File: src/rtl/rom_arbiter.sv
// Round-robin arbiter sharing one asynchronous ROM between instruction fetch (I) and data constant loads (D).
// Optional per-port grant/conflict/error counters are built when ROM_ARB_STATS_EN is defined.
module rom_arbiter #(
    parameter int WIDTH = 32,
    parameter int DEPTH = 1432
) (
    input  logic             clock,
    input  logic             nreset,
    input  logic             i_req,
    input  logic [WIDTH-1:0] i_addr,
    output logic             i_gnt,
    output logic             i_rvalid,
    output logic [WIDTH-1:0] i_rdata,
    output logic             i_err,
    input  logic             d_req,
    input  logic [WIDTH-1:0] d_addr,
    output logic             d_gnt,
    output logic             d_rvalid,
    output logic [WIDTH-1:0] d_rdata,
    output logic             d_err,
    output logic [WIDTH-1:0] rom_address,
    input  logic [WIDTH-1:0] rom_rdata
`ifdef ROM_ARB_STATS_EN
    ,
    output logic [31:0]      i_count,
    output logic [31:0]      d_count,
    output logic [31:0]      conflict_count,
    output logic [15:0]      err_count
`endif
);

    typedef enum logic {
        IDLE   = 1'b0,
        ACCESS = 1'b1
    } state_t;

    localparam logic PORT_I = 1'b0;
    localparam logic PORT_D = 1'b1;
    localparam logic [WIDTH-3:0] DEPTH_W = (WIDTH-2)'(DEPTH);

    state_t           state_r;
    state_t           next_state_s;
    logic             rr_last_r;
    logic             owner_r;
    logic             err_flag_r;
    logic [WIDTH-1:0] rom_address_r;
    logic             i_rvalid_r;
    logic [WIDTH-1:0] i_rdata_r;
    logic             i_err_r;
    logic             d_rvalid_r;
    logic [WIDTH-1:0] d_rdata_r;
    logic             d_err_r;
    logic             win_valid_s;
    logic             winner_s;
    logic [WIDTH-1:0] win_addr_s;

    // Misaligned word or word index past the end of the ROM.
    function automatic logic addr_err(input logic [WIDTH-1:0] addr);
        return (addr[1:0] != 2'b00) || (addr[WIDTH-1:2] >= DEPTH_W);
    endfunction

    // Arbitration, grant generation and next-state selection.
    always_comb begin
        win_valid_s  = 1'b0;
        winner_s     = PORT_I;
        next_state_s = state_r;
        case (state_r)
            IDLE: begin
                if (i_req && d_req) begin
                    win_valid_s = 1'b1;
                    winner_s    = (rr_last_r == PORT_I) ? PORT_D : PORT_I;
                end else if (i_req) begin
                    win_valid_s = 1'b1;
                    winner_s    = PORT_I;
                end else if (d_req) begin
                    win_valid_s = 1'b1;
                    winner_s    = PORT_D;
                end else begin
                    win_valid_s = 1'b0;
                end
                next_state_s = win_valid_s ? ACCESS : IDLE;
            end
            ACCESS: begin
                next_state_s = IDLE;
            end
            default: begin
                next_state_s = IDLE;
            end
        endcase
        win_addr_s = (winner_s == PORT_D) ? d_addr : i_addr;
        // Grants are suppressed while reset is applied so nothing is accepted then.
        i_gnt = nreset && win_valid_s && (winner_s == PORT_I);
        d_gnt = nreset && win_valid_s && (winner_s == PORT_D);
    end

    // Arbiter state, registered ROM address and per-port response registers.
    always_ff @(posedge clock) begin
        if (!nreset) begin
            state_r       <= IDLE;
            rr_last_r     <= PORT_D;
            owner_r       <= PORT_I;
            err_flag_r    <= 1'b0;
            rom_address_r <= {WIDTH{1'b0}};
            i_rvalid_r    <= 1'b0;
            i_rdata_r     <= {WIDTH{1'b0}};
            i_err_r       <= 1'b0;
            d_rvalid_r    <= 1'b0;
            d_rdata_r     <= {WIDTH{1'b0}};
            d_err_r       <= 1'b0;
        end else begin
            state_r    <= next_state_s;
            i_rvalid_r <= 1'b0;
            d_rvalid_r <= 1'b0;
            case (state_r)
                IDLE: begin
                    if (win_valid_s) begin
                        rom_address_r <= win_addr_s;
                        owner_r       <= winner_s;
                        rr_last_r     <= winner_s;
                        err_flag_r    <= addr_err(win_addr_s);
                    end
                end
                ACCESS: begin
                    if (owner_r == PORT_D) begin
                        d_rvalid_r <= 1'b1;
                        d_err_r    <= err_flag_r;
                        d_rdata_r  <= err_flag_r ? {WIDTH{1'b0}} : rom_rdata;
                    end else begin
                        i_rvalid_r <= 1'b1;
                        i_err_r    <= err_flag_r;
                        i_rdata_r  <= err_flag_r ? {WIDTH{1'b0}} : rom_rdata;
                    end
                end
                default: begin
                    state_r <= IDLE;
                end
            endcase
        end
    end

    assign rom_address = rom_address_r;
    assign i_rvalid    = i_rvalid_r;
    assign i_rdata     = i_rdata_r;
    assign i_err       = i_err_r;
    assign d_rvalid    = d_rvalid_r;
    assign d_rdata     = d_rdata_r;
    assign d_err       = d_err_r;

`ifdef ROM_ARB_STATS_EN
    logic [31:0] i_count_r;
    logic [31:0] d_count_r;
    logic [31:0] conflict_count_r;
    logic [15:0] err_count_r;

    // Event counters; all wrap naturally on overflow.
    always_ff @(posedge clock) begin
        if (!nreset) begin
            i_count_r        <= 32'd0;
            d_count_r        <= 32'd0;
            conflict_count_r <= 32'd0;
            err_count_r      <= 16'd0;
        end else begin
            if (i_gnt) begin
                i_count_r <= i_count_r + 32'd1;
            end
            if (d_gnt) begin
                d_count_r <= d_count_r + 32'd1;
            end
            if ((state_r == IDLE) && i_req && d_req) begin
                conflict_count_r <= conflict_count_r + 32'd1;
            end
            if ((state_r == ACCESS) && err_flag_r) begin
                err_count_r <= err_count_r + 16'd1;
            end
        end
    end

    assign i_count        = i_count_r;
    assign d_count        = d_count_r;
    assign conflict_count = conflict_count_r;
    assign err_count      = err_count_r;
`endif

endmodule

File: config.mk
export PLATFORM = sky130hd
export DESIGN_NAME = rom_arbiter
export DESIGN_NICKNAME = d
export VERILOG_FILES = /design/src/rtl/rom_arbiter.sv
export SDC_FILE = /design/constraint.sdc
export NUM_CORES = 1
export LEC_CHECK = 0
export ABC_AREA = 0
export CORE_ASPECT_RATIO = 1.4
export CORE_MARGIN = 4
export CORE_UTILIZATION = 37
export CTS_BUF_LIST = sky130_fd_sc_hd__clkbuf_4 sky130_fd_sc_hd__clkbuf_8 sky130_fd_sc_hd__clkbuf_16
export CTS_CLUSTER_DIAMETER = 30
export CTS_CLUSTER_SIZE = 28
export DETAILED_ROUTE_END_ITERATION = 16
export GPL_TIMING_DRIVEN = 0
export PLACE_DENSITY = 0.81
export SLEW_MARGIN = 5
export SYNTH_ARGS = -nofsm -noshare
export SYNTH_HDL_FRONTEND = slang
export SYNTH_SLANG_ARGS = --single-unit
export TNS_END_PERCENT = 50
File: constraint.sdc
create_clock -name clock -period 1.31 [get_ports clock]
set_input_delay 0.1965 -clock clock [delete_from_list [all_inputs] [get_ports clock]]
set_output_delay 0.1965 -clock clock [all_outputs]
set_load 0.01 [all_outputs]
==> impl_results.md, run 1 <==
* Pre-antenna DRT Iters at 4
* Crit Path Category: reg -> out
* Multi-input gate area at 0.002097 mm²
* Clock Sinks at 104
* Clock Skews at 8.708 ps
* TritonCTS Buffers at 9
* Clock Root Buffer: clkbuf_16
* Worst hold path type: in -> reg
* Area Growth Syn to Fin at 62.25%
* Status: complete, but fails checks
* Reg2reg start: state_r
* Share of layout cells above drive strength 1 at 0.1198
* Final setup viols at 64
* Drt total wl at 15.37 mm
* Placed Instance Area at 0.006441 mm²
* Cell area after synthesis at 0.004249 mm²
* Area of the core at 0.01128 mm²
* # hold bufs at CTS at 0
* Slew of the pin with the lowest slew margin at 641.1 ps
* Vias per cell at 5.186
* Max-slew headroom at 0.5726
* Hold Path Sink: rr_last_r
* Worst setup EP type: output port
* Final hold violation count at 0
* Post-Synthesis Cells at 551
* Library cells used by synthesis at 33
* Worst-Skew Late Latency at 340 ps
* Initial core utilization at 0.3767
* DRC at 0
* TritonCTS clock tree: yes
* RSZ-0062 raised after global routing: true
* Hpwl dp at 11.89 mm
* YS warnings at 0
* Max-Cap Viols at 0
* Crit path from: state_r
* Max clock buf depth at 2
* Post-Layout Inst Area at 0.006894 mm²
* Vias in the first global route at 4836
* Worst Reg2Reg Path Length in Cells at 7
* Worst Setup Start Kind: flop
* Pin count of the biggest net entering global routing at 17
* Register area at 0.002083 mm²
* Initial antenna violation count at 0
* Die area at 0.01329 mm²
* Post-synthesis register bit count at 104
* R2r setup slk at -230 ps
* Pwr dens at 1088 mW/mm²
* Global-route wire length before repair at 23.77 mm
* Worst EP required at 1110 ps
* Clock-pin slew on the worst setup and hold paths at 70 ps
* Sequential fraction of the synthesis area at 0.4900
* Hold path start: nreset
* Die Ht at 134.8 µm
* Gp weighted congestion at 0.8854
* Inserted Diodes at 0
* Buffers on Ports at 201
* Slew Limit Fails at 0
* Fillers at 1022
* Hold depth at 2
* Period utilization at 1.181
* Die X at 98.57 µm
* Core Rows at 46
* Syn Area/Cell at 7.712 µm²
* Final min period at 1547 ps
* H-Tree Depth at 3
* Vias at 4771
* Worst-path fanout max at 3
* Final worst slack at -237.0 ps
* Post-layout nets at 872
* Overall Global Routing Usage at 0.2215
* Peak VDD IR at 776.5 µV
* Worst reg2reg path endpoint: rom_address[13]
* IO Pins at 202
* Final Util at 0.6111
* Leak Pwr at 2.983 nW
* Failing checks: negative setup slack
* 1st-iter DRT viols at 133
* Tot Pwr at 7.499 mW
* Synthesized Nets at 651
* CP arrival at 1350 ps
* Wirelength per Cell at 16.71 µm
* Fmax at 0.6464 GHz
* Gr ovfl total at 0
* Final ANT Viol Nets at 0
* Hold WS at 274.2 ps
==> worst max path at each step <==
stage,end,slack [ps],cells past startpoint
after floorplan,err_flag_r,0.2,4
after global placement,d_gnt,-1170,6
after detailed placement,d_gnt,-1190,6
after CTS,i_gnt,-240,5
after global routing,rom_address[13],-280,7
final,i_gnt,-240,5
==> logic make-up (layout without fill, tap and decap cells) <==
| family | after synthesis | count (layout) | synth area share |
|---|---|---|---|
| AOI/OAI and AO/OA | 111 | 111 | 0.1667 |
| and+or+nand+nor | 291 | 291 | 0.2918 |
| muxes | 1 | 1 | 0.002356 |
| buffers and inverters | 44 | 269 | 0.04918 |
| DFF | 104 | 104 | 0.4900 |
==> synth_stat cells <==
library cell	count	area share
a31o_2	2	0.0041
a41oi_1	1	0.0021
dfxtp_1	104	0.49
a311oi_2	1	0.0035
a21oi_1	68	0.080
buf_2	14	0.016
clkbuf_1	24	0.021
and2_1	3	0.0044
buf_6	3	0.0079
or4_1	1	0.0018
nand2_2	1	0.0015
nor3_1	1	0.0012
a221oi_2	1	0.0035
inv_1	1	0.00088
nor4_1	9	0.013
nand4_1	2	0.0029
buf_1	1	0.00088
nor2_1	35	0.031
a21o_1	1	0.0018
mux2i_1	1	0.0024
and2b_1	1	0.0018
a31oi_1	1	0.0015
nor2_2	1	0.0015
buf_4	1	0.0018
nor2b_1	33	0.049
nand2_1	197	0.17
o22ai_1	1	0.0015
nand3b_1	2	0.0035
nand3_1	3	0.0035
nand2b_1	2	0.0029
o21ai_0	4	0.0047
a311oi_1	29	0.060
a211o_1	2	0.0041
==> area by class of cell <==
type                       count  share of cell area
clock inverter                 4            0.004537
tap                          144             0.02613
sequential                   104              0.3022
timing repair buffer         211              0.2866
buffer                        42             0.04011
clock buffer                  11             0.03575
inverter                       1           0.0005445
multi-input combinational    403              0.3042
==> through the flow <==
stage          TNS, ps  setup WS [ps]  instances
2_1_floorplan        0         0.1579        551
3_3_place_gp    -61400          -1173        896
3_5_place_dp    -64180          -1191        896
4_1_cts          -6825         -243.2        915
5_1_grt         -13780         -281.9        920
6_report         -7630         -237.0        920
==> worst max-delay path: stages, from the launching register on <==
cell,delay [ps]
dfxtp_2,320
and2b_2,250
nand2_4,80
buf_8,130
and2_4,130
buf_6,110
==> placed cells by master (no fill, tap or decap), types with 2 or more instances in the layout <==
master           count
nand2_1            193
dlygate4sd2_1      106
dfxtp_1            103
clkdlybuf4s50_1     93
a21oi_1             68
nor2_1              34
nor2b_1             33
buf_4               17
a311oi_2            16
a311oi_1            14
clkbuf_2            11
clkbuf_16           10
clkbuf_1             9
nor4_1               9
clkbuf_4             5
buf_6                5
nand2_2              4
buf_2                4
o21ai_0              4
buf_8                3
clkinv_4             3
nand2b_1             2
nand3b_1             2
a211o_1              2
a31o_2               2
nand3_1              2
nand4_1              2
==> power by group <==
| part | switching (mW) | internal, mW | leakage [nW] | total (mW) |
|---|---|---|---|---|
| clock | 1.16 | 1.36 | 0.139 | 2.52 |
| sequential | 0.0957 | 3.34 | 0.851 | 3.43 |
| combinational | 0.786 | 0.757 | 1.99 | 1.54 |
| total | 2.04 | 5.46 | 2.98 | 7.50 |
==> per-layer routing <==
layer	wire (µm)	global-route usage	vias up
met5	0	0	-
met4	383	0.07973	0
met3	1256	0.06150	34
met2	8282	0.4195	204
met1	5450	0.2303	2246
li1	-	-	2287
==> state kept, by name, indices dropped and copies added (netlist names) <==
name,flops
i_rvalid,1
i_err,1
d_rvalid,1
owner_r,1
state_r,1
i_rdata,32
d_err,1
rr_last_r,1
rom_address,32
d_rdata,32
err_flag_r,1
==> what timing repair did <==
action | in CTS | in global routing
resized for setup | 164 | 20
buffers inserted | 4 | 4
endpoints found under the setup margin | 204 | 96
gates cloned | 1 | 1
pin swaps | 6 | 3
No activity file was read; power rests on OpenSTA's default activity.
==> inputs of run 2 (changes only) <==
==> constraint.sdc (replaced) <==
create_clock -name clock -period 1.31 [get_ports clock]
set_input_delay 0.262 -clock clock [delete_from_list [all_inputs] [get_ports clock]]
set_output_delay 0.262 -clock clock [all_outputs]
set_load 0.01 [all_outputs]
==> run 2 against run 1 <==
  * The flow still finishes with violations (negative setup slack)
  * Clock-buffer cell count is 1 lower
  * Largest cell class unchanged
  * Critical path type unchanged
  * Via count down 0.29%
  * Clock skew decreased by 3.1 ps
  * Maximum frequency fell by 3.3%
==> impl_results.md, run 2 (same netlist as run 1, synthesis figures left out) <==
* Status: complete, but fails checks
* Failing checks: negative setup slack
* RSZ-0062 raised after global routing: true
* Final worst slack at -290.3 ps (-53.28 ps)
* IO Pins at 202 (unchanged)
* TritonCTS Buffers at 9 (unchanged)
* Met3 usage at 0.07235 (+0.01085)
* Worst-path fanout max at 3 (unchanged)
* Worst EP required at 1050 ps (-60 ps)
* CP arrival at 1340 ps (about the same)
* Clock share of power at 0.353 (+0.017)
* Vias at 4757 (-0.29%)
* Slew of the pin with the lowest slew margin at 687.7 ps (+46.61 ps)
* Gp weighted congestion at 0.8827 (-0.30%)
* Max-slew headroom at 0.5416 (-0.03107)
* Seq pwr share at 0.444 (-0.014)
* Pin count of the biggest net entering global routing at 18 (+1)
* Pwr dens at 1107 mW/mm² (+1.7%)
* Overall Global Routing Usage at 0.2181 (-0.003338)
* CP max stage cell: dfxtp_2
* 1st-iter DRT viols at 135 (+1.5%)
* H-Tree Depth at 3 (unchanged)
* Global-route wire length before repair at 23.38 mm (-1.6%)
* Pre-antenna DRT Iters at 6 (+2)
* Clock Skews at 5.586 ps (-3.122 ps)
* Worst Reg2Reg Path Length in Cells at 7 (unchanged)
* Hpwl dp at 11.60 mm (-2.5%)
* Initial core utilization at 0.3767 (unchanged)
* Crit Path Category: reg -> out
* Gr ovfl total at 0 (unchanged)
* Final ANT Viol Nets at 0 (unchanged)
* Leak Pwr at 3.019 nW (+1.2%)
* Clock-pin slew on the worst setup and hold paths at 70 ps (about the same)
* Met1 Use GR at 0.2203 (-0.009996)
* Max clock buf depth at 2 (unchanged)
* Fillers at 1004 (-1.8%)
* Post-layout nets at 874 (+0.23%)
* Final setup viols at 36 (-44%)
* # hold bufs at CTS at 0 (unchanged)
* Area of the core at 0.01128 mm² (unchanged)
* Clock Sinks at 104 (unchanged)
* Vias per cell at 5.159 (-0.51%)
* Chain of cells forming the critical path: and2b_2, nand2_4, buf_8, and2_4, buf_6
* Hold WS at 303.5 ps (+29.35 ps)
* Buffers on Ports at 201 (unchanged)
* Initial antenna violation count at 0 (unchanged)
* Clock Root Buffer: clkbuf_16
* Fmax at 0.6249 GHz (-3.3%)
* Worst Setup Start Kind: flop
* Die X at 98.57 µm (unchanged)
* Final std cells w/o fill at 922 (+0.22%)
* Core Rows at 46 (unchanged)
* Peak VDD IR at 620.2 µV (-20%)
* Worst-Skew Late Latency at 340 ps (about the same)
* DRC at 0 (unchanged)
* Max incr delay on CP at 320 ps (about the same)
* NetSw at 2.079 mW (+1.8%)
* Worst setup EP type: output port
* Share of layout cells above drive strength 1 at 0.1234 (+0.003548)
* Die Ht at 134.8 µm (unchanged)
* Post-Place Cells at 896 (unchanged)
* GR met2 Demand/Resource at 0.4048 (-0.01467)
* Period utilization at 1.222 (+0.04067)
* Die area at 0.01329 mm² (unchanged)
* Vias in the first global route at 4819 (-0.35%)
* Switching Share at 0.2683 (-0.004153)
* TritonCTS clock tree: yes
* Internal at 5.670 mW (+3.9%)
* Worst hold path type: in -> reg
* Area Growth Syn to Fin at 64.78%
* Wirelength per Cell at 16.47 µm (-1.4%)
* Slew Limit Fails at 0 (unchanged)
* Final hold violation count at 0 (unchanged)
* Most common library cell in the layout ignoring fill and taps: nand2_1
* Logic pwr share at 0.203 (-0.003)
* Inserted Diodes at 0 (unchanged)
* Drt total wl at 15.19 mm (-1.2%)
* Commonest cells after routing, fill and taps aside: nand2_1 (195), dlygate4sd2_1 (104), dfxtp_1 (102)
* Max-Cap Viols at 0 (unchanged)
* Gr busiest metal: met2
* Hold depth at 2 (unchanged)
* Final min period at 1600 ps (+53.28 ps)
-- run 2: changes by cell type in the layout (fill, tap and decap cells not counted), moves of 2 or more --
cell           previous run  this run
clkinvlp_4                0         2
a311oi_2                 16        18
nand2_1                 193       195
clkbuf_4                  5         8
nand2_2                   4         2
clkinv_4                  3         0
clkbuf_16                10        12
clkbuf_2                 11         6
a311oi_1                 14        12
dlygate4sd2_1           106       104
-- run 2: cell type report --
| cell class | instances | area [µm²] | share of cell area |
|---|---|---|---|
| inverters | 1 | 3.754 | 0.0005361 |
| multi-input cells | 403 | 2108 | 0.3011 |
| clock inverters | 5 | 65.06 | 0.009292 |
| clock buffers | 10 | 239.0 | 0.03413 |
| well taps | 144 | 180.2 | 0.02573 |
| repair buffers | 213 | 2023 | 0.2890 |
| flip-flops and latches | 104 | 2085 | 0.2977 |
| plain buffers | 42 | 297.8 | 0.04253 |
-- run 2: stage by stage --
| step | power, mW | setup TNS (ps) | instance area, µm² | utilization | setup slack (ps) |
|---|---|---|---|---|---|
| final | 7.749 | -7436 | 7002 | 0.6207 | -290.3 |
| after CTS | 7.657 | -10020 | 6716 | 0.5954 | -303.2 |
| after global placement | 4.970 | -69800 | 6441 | 0.5710 | -1323 |
| after detailed placement | 4.997 | -71140 | 6441 | 0.5710 | -1318 |
| after floorplan | 4.136 | -56.49 | 4249 | - | -56.49 |
| after global routing | 8.071 | -11180 | 7002 | 0.6207 | -331.8 |
-- run 2: worst max-delay path: cells and delay by family, from the launching register on --
| kind | cells | cell delay, ps |
|---|---|---|
| buf+inv | 2 | 240 |
| flops | 1 | 320 |
| simple gates | 3 | 440 |
-- run 2: timing repair --
item / CTS / global route
setup buffers: 5 / 4
pin swaps: 5 / 2
setup endpoints to repair: 204 / 92
resized for setup: 149 / 50
gates cloned: 0 / 3
-- run 2: path summary, 6_finish.rpt --
check	from	to	slack, ps
worst max-delay path	state_r	i_gnt	-290
worst max register to register	state_r	rom_address[9]	-260
worst min register to register	d_rdata[22]	d_rdata[22]	450
worst min-delay path	nreset	rr_last_r	300
-- run 2: power by group through the flow --
stage               clock (mW)  sequential [mW]  combinational, mW
finish                    2.74             3.44               1.57
global route              2.92             3.46               1.70
CTS                       2.80             3.44               1.42
detailed placement           0             3.51               1.49
global placement             0             3.50               1.47
floorplan                    0             3.58              0.560
-- run 2: metal layers --
metal | part of all wire | routed length [µm] | up-vias
li1 | - | - | 2293
met1 | 0.35 | 5344 | 2199
met2 | 0.52 | 7909 | 224
met3 | 0.094 | 1424 | 41
met4 | 0.034 | 509 | 0
met5 | 0 | 0 | -
==> inputs of run 3 (changes only) <==
--- a/config.mk
+++ b/config.mk
@@ -14,6 +14,7 @@
 export CTS_CLUSTER_SIZE = 28
 export DETAILED_ROUTE_END_ITERATION = 16
 export GPL_TIMING_DRIVEN = 0
+export HOLD_SLACK_MARGIN = 0.05
 export PLACE_DENSITY = 0.81
 export SLEW_MARGIN = 5
 export SYNTH_ARGS = -nofsm -noshare
==> results of run 3 <==
Final layout, timing and power as in run 2 (identical DEF).
